File: src/rtl/irq_claim_ctrl.sv
// Core-side interrupt claim controller: decides preemption against a nested
// priority-level stack, offers the winner to the core and pulses the claim ack.
module irq_claim_ctrl #(
   parameter  int NrIrqLines = 64,
   parameter  int NrIrqPrios = 32,
   parameter  int NestDepth  = 4,
   localparam int IrqWidth   = $clog2(NrIrqLines),
   localparam int PrioWidth  = $clog2(NrIrqPrios),
   localparam int DepthWidth = $clog2(NestDepth + 1)
) (
   input  logic                  clk_i,
   input  logic                  rst_ni,
   input  logic                  irq_valid_i,
   input  logic [IrqWidth-1:0]   irq_id_i,
   input  logic [PrioWidth-1:0]  irq_level_i,
   input  logic                  irq_heti_i,
   input  logic                  irq_nest_i,
   output logic                  irq_ack_o,
   output logic [IrqWidth-1:0]   irq_id_o,
   input  logic                  mie_i,
   output logic                  core_irq_req_o,
   output logic [IrqWidth-1:0]   core_irq_id_o,
   output logic                  core_irq_heti_o,
   input  logic                  core_irq_take_i,
   input  logic                  core_mret_i,
   output logic [PrioWidth-1:0]  cur_level_o,
   output logic [DepthWidth-1:0] depth_o
);

   typedef enum logic [1:0] {IDLE, OFFER, ACK} state_e;

   state_e                state_q;
   logic [IrqWidth-1:0]   offer_id_q;
   logic [PrioWidth-1:0]  offer_lvl_q;
   logic                  offer_heti_q;
   logic                  offer_nest_q;
   logic                  req_q;
   logic                  ack_q;
   logic [IrqWidth-1:0]   ack_id_q;

   logic [PrioWidth-1:0]  stk_lvl_q  [NestDepth];
   logic [PrioWidth-1:0]  stk_lvl_d  [NestDepth];
   logic                  stk_nest_q [NestDepth];
   logic                  stk_nest_d [NestDepth];
   logic [DepthWidth-1:0] depth_q, depth_d, wr_idx;

   logic [PrioWidth-1:0]  top_lvl;
   logic                  top_nest;
   logic                  eligible, do_pop, do_push;

   // An empty stack behaves as level 0 with nesting allowed.
   always_comb begin
      top_lvl  = '0;
      top_nest = 1'b1;
      for (int i = 0; i < NestDepth; i++) begin
         if (depth_q == DepthWidth'(i + 1)) begin
            top_lvl  = stk_lvl_q[i];
            top_nest = stk_nest_q[i];
         end
      end
   end

   assign eligible = irq_valid_i && mie_i && (irq_level_i > top_lvl) &&
                     (depth_q < DepthWidth'(NestDepth)) && top_nest;
   assign do_pop   = core_mret_i && (depth_q != '0);
   assign do_push  = (state_q == OFFER) && core_irq_take_i;

   // Pop happens before push, so a simultaneous mret and take replaces the top.
   always_comb begin
      stk_lvl_d  = stk_lvl_q;
      stk_nest_d = stk_nest_q;
      wr_idx     = do_pop ? depth_q - 1'b1 : depth_q;
      depth_d    = wr_idx;
      if (do_push) begin
         for (int i = 0; i < NestDepth; i++) begin
            if (wr_idx == DepthWidth'(i)) begin
               stk_lvl_d[i]  = offer_lvl_q;
               stk_nest_d[i] = offer_nest_q;
            end
         end
         depth_d = wr_idx + 1'b1;
      end
   end

   always_ff @(posedge clk_i or negedge rst_ni) begin
      if (!rst_ni) begin
         depth_q <= '0;
         for (int i = 0; i < NestDepth; i++) begin
            stk_lvl_q[i]  <= '0;
            stk_nest_q[i] <= 1'b0;
         end
      end else begin
         depth_q    <= depth_d;
         stk_lvl_q  <= stk_lvl_d;
         stk_nest_q <= stk_nest_d;
      end
   end

   always_ff @(posedge clk_i or negedge rst_ni) begin
      if (!rst_ni) begin
         state_q      <= IDLE;
         offer_id_q   <= '0;
         offer_lvl_q  <= '0;
         offer_heti_q <= 1'b0;
         offer_nest_q <= 1'b0;
         req_q        <= 1'b0;
         ack_q        <= 1'b0;
         ack_id_q     <= '0;
      end else begin
         ack_q    <= 1'b0;
         ack_id_q <= '0;
         case (state_q)
            IDLE: begin
               if (eligible) begin
                  offer_id_q   <= irq_id_i;
                  offer_lvl_q  <= irq_level_i;
                  offer_heti_q <= irq_heti_i;
                  offer_nest_q <= irq_nest_i;
                  req_q        <= 1'b1;
                  state_q      <= OFFER;
               end
            end
            OFFER: begin
               if (core_irq_take_i) begin
                  req_q    <= 1'b0;
                  ack_q    <= 1'b1;
                  ack_id_q <= offer_id_q;
                  state_q  <= ACK;
               end else if (!eligible || (irq_id_i != offer_id_q)) begin
                  req_q   <= 1'b0;
                  state_q <= IDLE;
               end
            end
            default: begin
               state_q <= IDLE;
            end
         endcase
      end
   end

   assign irq_ack_o       = ack_q;
   assign irq_id_o        = ack_id_q;
   assign core_irq_req_o  = req_q;
   assign core_irq_id_o   = offer_id_q;
   assign core_irq_heti_o = offer_heti_q;
   assign cur_level_o     = top_lvl;
   assign depth_o         = depth_q;

endmodule
File: config.mk
export PLATFORM = sky130hd
export DESIGN_NAME = irq_claim_ctrl
export DESIGN_NICKNAME = d
export VERILOG_FILES = /design/src/rtl/irq_claim_ctrl.sv
export SDC_FILE = /design/constraint.sdc
export NUM_CORES = 1
export LEC_CHECK = 0
export BUFFER_PORTS_ARGS = -buffer_cell sky130_fd_sc_hd__buf_2
export CORE_ASPECT_RATIO = 1.5
export CORE_MARGIN = 4
export CORE_UTILIZATION = 45
export CTS_CLUSTER_DIAMETER = 80
export CTS_CLUSTER_SIZE = 40
export DETAILED_ROUTE_END_ITERATION = 8
export PLACE_DENSITY = 0.66
export SYNTH_ARGS = -nofsm -noshare
export SYNTH_HDL_FRONTEND = slang
export SYNTH_SLANG_ARGS = --single-unit
File: constraint.sdc
create_clock -name clk_i -period 6.5 [get_ports clk_i]
set_clock_uncertainty 0.05 [all_clocks]
set_input_delay 0.65 -clock clk_i [delete_from_list [all_inputs] [get_ports clk_i]]
set_output_delay 0.65 -clock clk_i [all_outputs]
set_load 0.01 [all_outputs]
After elaboration in Yosys (flattened, before gate mapping):

Index checks and enable logic that the tools add are counted.
Widths: inputs -> output; s select.

* register bits after elaboration: 50
* input port bits: 19
* output and inout port bits: 23
* word-level logic and storage cells: 73

* $add $sub $neg: 2
* order comparisons: 2
* equal/unequal tests: 11
* mux-type cells: 22
* reductions and logical operators: 19

Operators by type and width (number)
* $mux 5: 4
* $eq 3x2->1 const B: 4
* $mux 6: 2
* $reduce_and 2->1: 6
* $mux 1: 9
* $eq 3x1->1 const B: 2
* $logic_and 1x1->1: 6
* $mux 2: 3
* $mux 3: 2
* $ne 6x6->1: 1
* $gt 5x5->1: 1
* $pmux 2 s2: 1
* $add 3x1->3 const B: 1
* $eq 3x3->1 const B: 1
* $logic_not 3->1: 1
* $lt 3x3->1 const B: 1
* $ne 3x2->1 const B: 1
* $reduce_and 3->1: 1
* $reduce_bool 3->1: 1
* $sub 3x1->3 const B: 1
* $eq 2x1->1 const B: 1
* $logic_not 2->1: 1
* $ne 2x2->1 const B: 1
* $pmux 1 s2: 1
* 3 further kinds: 3

Logic depth before layout (Yosys ltp):

Gate-level depths: netlist of run 1.

* word-level depth: 14
* gate-level depth with buffers: 13
* depth with buffers taken out: 11

Worst setup path before layout of run 1:

OpenSTA, ideal clock, no wires.

* path kind: reg-to-reg
* start point: register depth_q[0] (netlist: depth_o[0])
* end point: register offer_heti_q (netlist: core_irq_heti_o)
* setup time: 0.125 ns
* data arrival time: 2.762 ns
* required time: 6.325 ns
* path slack: 3.563 ns
* cell stages (with the launch flop): 13
* buffers on the path: 2
* clock period less this slack: 2.937 ns
* cell sequence: dfrtp_1 -> inv_1 -> ha_1 -> buf_2 -> nor2b_1 -> a221oi_1 -> o31ai_1 -> ha_1 -> inv_1 -> o221a_4 -> o2111ai_4 -> buf_6 -> mux2_4

* word-level cells in the longest chain between the ends: 10
* elaborated cells between the ends (all ways): 18
* classes of those cells: order compare: 2; eq/ne: 4; mux: 8; reduce/logical: 4

Ends and longest elaborated chain
* start, declared: RTL line 45 `logic [DepthWidth-1:0] depth_q, depth_d, wr_idx;`
* start signal, assigned: RTL line 93 `depth_q <= depth_d;`
* $eq 3x1->1: RTL line 56 `if (depth_q == DepthWidth'(i + 1)) begin`
* $mux 5 (3 in a row): RTL line 56
* $mux 5 *: RTL line 56
* named net cur_level_o[0]: RTL line 26 `output logic [PrioWidth-1:0] cur_level_o,`
* $gt 5x5->1 *: RTL line 63 `assign eligible = irq_valid_i && mie_i && (irq_level_i > top_lvl) &&`
* $logic_and 1x1->1 * (2 in a row): RTL line 63
* $logic_and 1x1->1 *: RTL line 64 `(depth_q < DepthWidth'(NestDepth)) && top_nest;`
* $reduce_and 2->1 (no source line) *
* end signal, assigned: RTL line 117 `offer_heti_q <= irq_heti_i;`
* end, declared: RTL line 35 `logic offer_heti_q;`

The timed path passes the listed nets; every way through them passes the cells marked *.
A chain may end at the register's enable or synchronous reset.

Final worst setup path of run 1:

* start point: register depth_q[0] (netlist: depth_o[0])
* end point: register offer_lvl_q[2]

* word-level cells in the longest chain between the ends: 10
* elaborated cells between the ends (all ways): 18
* classes of those cells: order compare: 2; eq/ne: 4; mux: 8; reduce/logical: 4

Ends and longest elaborated chain
* $eq 3x1->1: RTL line 56
* $mux 5 (4 in a row): RTL line 56
* $gt 5x5->1: RTL line 63
* $logic_and 1x1->1 (2 in a row): RTL line 63
* $logic_and 1x1->1 *: RTL line 64
* $reduce_and 2->1 (no source line) *
* end signal, assigned: RTL line 116 `offer_lvl_q <= irq_level_i;`
* end, declared: RTL line 34 `logic [PrioWidth-1:0] offer_lvl_q;`

Every way passes the cells marked *; elsewhere a longest branch is shown, timed or not.

==> flow_summary.toml, run 1 <==
[placed_design]
place_worst_setup_slack_ns = 3.12
place_hpwl_um = 3690
gp_congestion = 0.809
io_buffer_count = 41

[pwr]
peakVddDrop_uv = 247
p_leak_nw = 1.48
power_density_nw_per_um2 = 462
power_mw = 1.32

[hold_path]
whs_path_depth = 1
hold_class = "reg2reg"
min_from = "stk_lvl_q[5]$_DFFE_PN0P_"
hold-path-endpoint = "stk_lvl_q[5]$_DFFE_PN0P_"

[clock_tree]
ctsResizeCount = 0
cts.path.max_buffers = 2
cts_made_buffers = 5
cts_root_buffer = "clkbuf_8"
clk_latency_ns = 0.30
holdBufCountCts = 0
clkTransAtPathRegs_ns = 0.09
htree_levels = 2
cts_setup_buffers = 0
clkSinkCount = 49
cts_tree = "built"

[synthesis]
yosys.area.top_type = "dfrtp_1"
synth_area_um2 = 2470
postSynthAreaPerCell_um2 = 12.7
yosys_warnings = 0
async_flop_share_pct = 100
synth_area_leaders = "dfrtp_1 (50%), mux2_2 (13%), ha_1 (7.6%), mux2_4 (5.5%), xor2_1 (2.1%)"
synth-edff-count = 0
synth-seq-area-share_pct = 49.6
yosysMostFrequentCell = "dfrtp_1"
synth_nets = 229
ys.flop_type = "dfrtp_1"
syn_inst = 195
synth_cell_types = 35
ys_ff_latch = 49
netlist_top_cells_count = "dfrtp_1 (49), mux2_2 (28), ha_1 (15), nor2_1 (12), inv_1 (10)"
yosys.area.top_type_share_pct = 49.6

[timing]
rsz0062_at_grt = "false"
max_freq_mhz = 289
setup_slack_ns = 3.04
slew_headroom_pct = 28.1
holdWs_ns = 0.467
drv_slew = 0
tns_ns = 0
finalCriticalPeriod_ns = 3.46
hold_viol = 0
worst_pin_slew_ns = 1.08
finalSetupViolations = 0
period_share_pct = 53.3

[run]
drv_cap = 0

[grt]
grt_pass1_wl_um = 8450
antenna_found_initial = 0
track_usage_pct = 16.7
grt_overflow = 0
grt_max_degree = 50
grt_pass1_vias = 1770

[critical_path]
critPathKind = "reg2reg"
reg2reg_slack_ns = 3.04
timing.rr.start = "depth_o[0]$_DFF_PN0_"
critPathRequiredTime_ns = 6.64
crit_path_start_kind = "flop"
end_kind = "flop"
r2r-end = "offer_lvl_q[2]$_DFFE_PN0P_"
cp_data_arrival_time_ns = 3.61
critPathMaxFanout = 14
ff2ff_path_depth = 11

[layout]
antenna_cells = 0
drive_above_1_share_pct = 39.8
fin_nets = 269
area_delta_synth_final_pct = 15.4

[floorplan]
die_area_um2 = 6770
die_h_um = 98.8
io_pins = 42
die_w_um = 68.5
start_util_pct = 47.1
num_rows = 32
fp.coreArea_um2 = 5250

[route]
wirelength_um = 5020
vias = 1597
wire_per_inst_um = 16.5
drt-pass1-iter-count = 4
drcViolationCount = 0
drt-initial-drc-count = 63
routed_via_density = 5.25
antenna_left = 0

[outcome]
outcome = "finished, final reports clean"
## worst max-delay path: stages (launching register included)
cell	delay, ns
dfrtp_1	0.42
inv_1	0.15
ha_1	0.34
nor2b_1	0.14
a221oi_1	0.27
nor3_1	0.10
a31oi_1	0.24
ha_1	0.30
a21oi_1	0.15
o21ai_0	0.18
o2111ai_4	0.61
mux2_2	0.40
## metal layers
metal	wire, um	share of wire (%)	track usage [%]
met5	0	0	0
met1	2150	43	21.1
met4	59	1.2	6.28
met3	216	4.3	4.79
met2	2600	52	26.4
## state kept, by name, summed over array words and instances (netlist names)
| name | flops |
|---|---|
| state_q | 2 |
| core_irq_req_o | 1 |
| depth_o | 3 |
| offer_nest_q | 1 |
| offer_lvl_q | 5 |
| core_irq_id_o | 6 |
| stk_lvl_q | 20 |
| stk_nest_q | 3 |
| core_irq_heti_o | 1 |
| irq_id_o | 6 |
| irq_ack_o | 1 |
## placed cells by master (no fill, tap or decap), drive strengths merged, types with 3 or more instances in the layout
cell type  count
mux2i          3
clkbuf         5
ha            15
and2           6
buf           42
dfrtp         49
a221oi         4
o21ai          4
mux2          37
nand2          4
inv           11
a31o           4
a31oi          5
and3           3
xor2           6
nor2          12
nor3           4
## how the worst max path moves through the flow
stage                     cells after the start            startpoint  slack [ns]                           to
final                                        11  depth_o[0]$_DFF_PN0_        3.04   offer_lvl_q[2]$_DFFE_PN0P_
after floorplan                              12  depth_o[0]$_DFF_PN0_        3.56  core_irq_heti_o$_DFFE_PN0P_
after global placement                       10  depth_o[1]$_DFF_PN0_        3.22   offer_lvl_q[3]$_DFFE_PN0P_
after detailed placement                     11  depth_o[0]$_DFF_PN0_        3.12   offer_lvl_q[2]$_DFFE_PN0P_
after CTS                                    11  depth_o[0]$_DFF_PN0_        3.09   offer_lvl_q[3]$_DFFE_PN0P_
after global routing                         11  depth_o[0]$_DFF_PN0_        2.75   offer_lvl_q[2]$_DFFE_PN0P_
## metrics by stage
stage                     instance area (um2)  instances  util [%]
after floorplan                          2470        195         -
after detailed placement                 2720        296      51.8
after CTS                                2850        304      54.4
final                                    2850        304      54.4
after global placement                   2720        296      51.8
after global routing                     2850        304      54.4
## cells by family (layout without fill, tap and decap cells)
| kind of cell | Yosys count | in the layout | share of synthesized area, % |
|---|---|---|---|
| DFF | 49 | 49 | 49.6 |
| muxes | 40 | 40 | 19.4 |
| and+or+nand+nor | 39 | 39 | 8.20 |
| AOI/OAI and AO/OA | 25 | 25 | 8.60 |
| buffers and inverters | 19 | 60 | 3.74 |
| adders and majority gates | 15 | 15 | 7.59 |
| xor gates and xnor gates | 8 | 8 | 2.83 |
## where the power goes
part | internal, mW | switching, mW
Sequential | 0.429 | 0.121
Clock | 0.155 | 0.108
Combinational | 0.256 | 0.249
## cell type report
class	count	area [um2]
inverter	10	37.5
tap	68	85.1
clock buffer	5	68.8
fill	466	2390
sequential	49	1230
clock inverter	3	68.8
timing repair buffer	42	213
multi-input combinational	127	1150
(Power assumes the default switching activity.)
==> run 2: changes to the inputs <==
Clock period 6.5 ns to 3.3 ns, I/O delays scaled along.
==> run 2 against run 1 <==
Effect of this change:
- worst setup slack worse by 2.8 ns
- register-to-register slack worse by 2.8 ns
- count of clock-buffer cells in the layout up 3
- critical endpoint is now core_irq_id_o[2]$_DFFE_PN0P_
- largest power group unchanged
==> flow_summary.toml, run 2 (synthesis results as in run 1) <==
[pwr]
peakVddDrop_uv = 460
power_density_nw_per_um2 = 862
power_frac_clock_pct = 13.7
p_leak_nw = 1.47
switching_power_mw = 0.928
p_sw_share_pct = 37.7
p_comb_share_pct = 41.8
internal-power_mw = 1.53
pwr-share-seq_pct = 44.5

[clock_tree]
cts_tree = "built"
clkTransAtPathRegs_ns = 0.08
clk_latency_ns = 0.30
cts_setup_buffers = 0
htree_levels = 2
cts_root_buffer = "clkbuf_8"
cts_made_buffers = 5
clkSinkCount = 49
cts.path.max_buffers = 2

[critical_path]
end_kind = "flop"
cp_top_family = "compound AO/OA/AOI/OAI gates"
cp_data_arrival_time_ns = 3.19
cpMostUsedCell = "ha_1"
slowest_stage = "dfrtp_2"
critPathRequiredTime_ns = 3.43
reg2reg_slack_ns = 0.24
cp_slowest_stage_delay_ns = 0.45
ff2ff_path_depth = 12
timing.critical_path.buf_inv = 2
timing.rr.start = "depth_o[1]$_DFF_PN0_"
r2r-end = "core_irq_id_o[2]$_DFFE_PN0P_"
crit_path_start_kind = "flop"
critPathKind = "reg2reg"
crit_chain = "inv_1 > ha_1 > nor2b_2 > a221oi_1 > nor3_1 > a31oi_1 > ha_1 > nand2_1 > o21ai_0 > o2111ai_4 > buf_4 > mux2_4"
critPathMaxFanout = 5

[placed_design]
gp_congestion = 0.795
io_buffer_count = 41
place_hpwl_um = 4000

[floorplan]
die_h_um = 98.8
die_w_um = 68.5
start_util_pct = 47.1
io_pins = 42
die_area_um2 = 6770
num_rows = 32
fp.coreArea_um2 = 5250

[timing]
max_freq_mhz = 327
rsz0062_at_grt = "false"
hold_viol = 0
period_share_pct = 92.7
tns_ns = 0
slew_headroom_pct = 48.3
finalSetupViolations = 0
drv_slew = 0
finalCriticalPeriod_ns = 3.06
worst_pin_slew_ns = 0.776

[grt]
grt_max_degree = 35
grt_overflow = 0
grt_pass1_vias = 1716
antenna_found_initial = 0
track_usage_pct = 17.2
grt_pass1_wl_um = 8630

[layout]
layout.cells.most_common = "dfrtp_1"
antenna_cells = 0
fillerInstances = 465
regMostFlops = "stk_lvl_q"
largest_reg_flops = 20
utilization_pct = 54.4
area_delta_synth_final_pct = 15.4
drive_above_1_share_pct = 41.1
final_cell_mix = "dfrtp_1 (48), buf_2 (41), mux2_2 (28)"
fin_nets = 274

[route]
drcViolationCount = 0
wirelength_um = 5250
wire_per_inst_um = 17.0
vias = 1654
drt-initial-drc-count = 58
drt-pass1-iter-count = 4
routed_via_density = 5.35
antenna_left = 0

[run]
drv_cap = 0

[hold_path]
hold_class = "in2async"

[outcome]
outcome = "finished, final reports clean"
==> run 2: repair_timing <==
action | 4_1_cts | 5_1_grt
hold buffers | 0 | 0
setup endpoints to repair | 0 | 13
gates resized for setup | 0 | 5
==> run 2: final cells by class <==
cell class / count / area, um2 / area share [%]
clock buffers: 8 / 80.1 / 2.81
inverters: 10 / 37.5 / 1.32
multi-input cells: 127 / 1170 / 41.0
flip-flops and latches: 49 / 1230 / 43.0
well taps: 68 / 85.1 / 2.98
repair buffers: 47 / 254 / 8.90
==> run 2: stage by stage <==
step | hold WS, ns | total power [mW] | setup WS (ns) | instance area [um2] | instances
2_1_floorplan | -0.0156 | 1.78 | 0.363 | 2470 | 195
3_3_place_gp | 0.399 | 2.09 | 0.230 | 2750 | 301
3_5_place_dp | 0.402 | 2.13 | 0.121 | 2750 | 301
4_1_cts | 0.0727 | 2.47 | 0.102 | 2830 | 309
5_1_grt | 0.104 | 2.65 | 0.00265 | 2850 | 309
6_report | 0.0562 | 2.46 | 0.241 | 2850 | 309
==> run 2: per-layer routing <==
| metal | global-route usage, % | part of all wire, % |
|---|---|---|
| met1 | 20.9 | 41 |
| met2 | 28.8 | 53 |
| met3 | 3.88 | 4.4 |
| met4 | 6.13 | 2.1 |
| met5 | 0 | 0 |
==> run 2: worst max path at each step <==
| stage | start | end | slack (ns) | cells after the start |
|---|---|---|---|---|
| after floorplan | depth_o[0]$_DFF_PN0_ | core_irq_heti_o$_DFFE_PN0P_ | 0.36 | 12 |
| after global placement | depth_o[0]$_DFF_PN0_ | offer_lvl_q[3]$_DFFE_PN0P_ | 0.23 | 11 |
| after detailed placement | depth_o[0]$_DFF_PN0_ | offer_lvl_q[3]$_DFFE_PN0P_ | 0.12 | 12 |
| after CTS | depth_o[0]$_DFF_PN0_ | offer_lvl_q[0]$_DFFE_PN0P_ | 0.10 | 12 |
| after global routing | depth_o[1]$_DFF_PN0_ | core_irq_id_o[5]$_DFFE_PN0P_ | 0.003 | 12 |
| final | depth_o[1]$_DFF_PN0_ | core_irq_id_o[2]$_DFFE_PN0P_ | 0.24 | 12 |
==> run 2: power by group through the flow <==
stage / sequential (mW) / clock, mW / combinational [mW]
6_report: 1.09 / 0.336 / 1.03
3_3_place_gp: 1.09 / 0 / 0.995
3_5_place_dp: 1.10 / 0 / 1.03
2_1_floorplan: 1.03 / 0 / 0.751
4_1_cts: 1.09 / 0.350 / 1.03
5_1_grt: 1.13 / 0.375 / 1.15
==> run 3: changes to the inputs <==
Settings changed: CAP_MARGIN set to 20, REMOVE_ABC_BUFFERS set to 1.
==> run 3 against run 2 <==
Effect of this change:
- worst setup slack gained 0.013 ns
- largest cell class unchanged
- highest routed layer unchanged
- sequential power is essentially flat
- flip-flop and latch count is the same
- sequential share of layout area shrank 0.23 points
- power shrank 1.0%
- first-iteration DRC count shrank 24%
- count of clock-buffer cells in the layout shrank 1
- routed wire length shrank 8.0%
==> flow_summary.toml, run 3 (synthesis results as in run 1) <==
[critical_path]
critPathMaxFanout = 10
crit_path_start_kind = "flop"
critPathRequiredTime_ns = 3.43
ff2ff_path_depth = 12
critPathKind = "reg2reg"
cp_data_arrival_time_ns = 3.18
end_kind = "flop"

[pwr]
p_comb_share_pct = 41.4
switching_power_mw = 0.898
internal-power_mw = 1.54
p_leak_nw = 1.48
power_frac_clock_pct = 14.1
pwr-share-seq_pct = 44.4
power_density_nw_per_um2 = 849
peakVddDrop_uv = 484
p_sw_share_pct = 36.9

[clock_tree]
cts_root_buffer = "clkbuf_8"
cts_tree = "built"
clkSinkCount = 49
cts.path.max_buffers = 2
cts_setup_buffers = 0
clkTransAtPathRegs_ns = 0.08
cts_made_buffers = 5
clk_latency_ns = 0.29
htree_levels = 2

[grt]
grt_max_degree = 50
antenna_found_initial = 0
grt_overflow = 0
grt_pass1_wl_um = 7710
grt_pass1_vias = 1638
track_usage_pct = 15.5

[timing]
period_share_pct = 92.3
slew_headroom_pct = 58.0
rsz0062_at_grt = "false"
tns_ns = 0
holdWs_ns = 0.212
worst_pin_slew_ns = 0.630
finalCriticalPeriod_ns = 3.05
drv_slew = 0
hold_viol = 0
finalSetupViolations = 0
setup_slack_ns = 0.254
max_freq_mhz = 328

[floorplan]
die_area_um2 = 6770
io_pins = 42
fp.coreArea_um2 = 5250
num_rows = 32
start_util_pct = 47.1
die_h_um = 98.8
die_w_um = 68.5

[route]
vias = 1613
wirelength_um = 4830
drt-initial-drc-count = 44
antenna_left = 0
wire_per_inst_um = 15.7
routed_via_density = 5.24
drt-pass1-iter-count = 4
drcViolationCount = 0

[layout]
antenna_cells = 0
regMostFlops = "stk_lvl_q"
drive_above_1_share_pct = 41.7
final_cell_mix = "dfrtp_1 (49), buf_2 (41), mux2_2 (28)"
largest_reg_flops = 20
fillerInstances = 458
fin_nets = 274
layout.cells.most_common = "dfrtp_1"
area_delta_synth_final_pct = 15.9
fin_cells = 308

[placed_design]
gp_congestion = 0.790
place_hpwl_um = 3680
io_buffer_count = 41
placed_cells = 299
place_worst_setup_slack_ns = 0.0771

[hold_path]
whs_path_depth = 2
hold_class = "in2reg"

[outcome]
outcome = "finished, final reports clean"

[run]
drv_cap = 0
run 3: path summary, 6_finish.rpt:
| check | startpoint | end | slack (ns) |
|---|---|---|---|
| max in group asynchronous | rst_ni | stk_nest_q[3]$_DFFE_PN0P_ | 2.20 |
| setup reg to reg | depth_o[0]$_DFF_PN0_ | offer_lvl_q[2]$_DFFE_PN0P_ | 0.25 |
| min in group asynchronous | rst_ni | irq_id_o[1]$_DFF_PN0_ | 0.48 |
| hold reg to reg | stk_lvl_q[8]$_DFFE_PN0P_ | stk_lvl_q[8]$_DFFE_PN0P_ | 0.46 |
| hold / removal | irq_heti_i | core_irq_heti_o$_DFFE_PN0P_ | 0.21 |
| setup / recovery | depth_o[0]$_DFF_PN0_ | offer_lvl_q[2]$_DFFE_PN0P_ | 0.25 |
run 3: per-stage QoR:
stage / cell area, um2 / utilization [%] / power, mW
floorplan: 2420 / - / 1.76
global placement: 2740 / 52.2 / 2.08
detailed placement: 2740 / 52.2 / 2.10
CTS: 2820 / 53.8 / 2.45
global route: 2870 / 54.6 / 2.64
finish: 2870 / 54.6 / 2.43
run 3: final cells by class:
class / count / area (um2) / share of cell area (%)
well taps: 68 / 85.1 / 2.97
repair buffers: 47 / 265 / 9.26
inverters: 10 / 37.5 / 1.31
flip-flops and latches: 49 / 1230 / 42.8
clock buffers: 7 / 86.3 / 3.01
multi-input cells: 127 / 1160 / 40.7
run 3: critical path, stage by stage (launching register included):
cell,delay (ns)
dfrtp_1,0.41
inv_1,0.15
ha_2,0.30
nor2b_2,0.09
a221oi_2,0.25
nor3_1,0.09
a31oi_1,0.20
ha_1,0.29
a21oi_1,0.13
o21ai_0,0.17
o2111ai_4,0.23
buf_4,0.24
mux2_2,0.35
run 3: per-layer routing:
metal	global-route usage, %	wire (um)
met3	3.08	231
met1	18.0	1900
met4	7.20	149
met2	26.3	2550
met5	0	0
run 3: power by group through the flow:
stage	clock network [mW]	logic, mW	registers, mW
CTS	0.356	1.01	1.08
global placement	0	0.989	1.09
detailed placement	0	1.01	1.09
finish	0.344	1.01	1.08
floorplan	0	0.703	1.05
global route	0.384	1.14	1.12
run 3: what timing repair did:
action                                  4_1_cts  5_1_grt
hold endpoints to repair                      0       21
hold buffers                                  0        1
endpoints found under the setup margin        0       13
gates resized for setup                       0        4
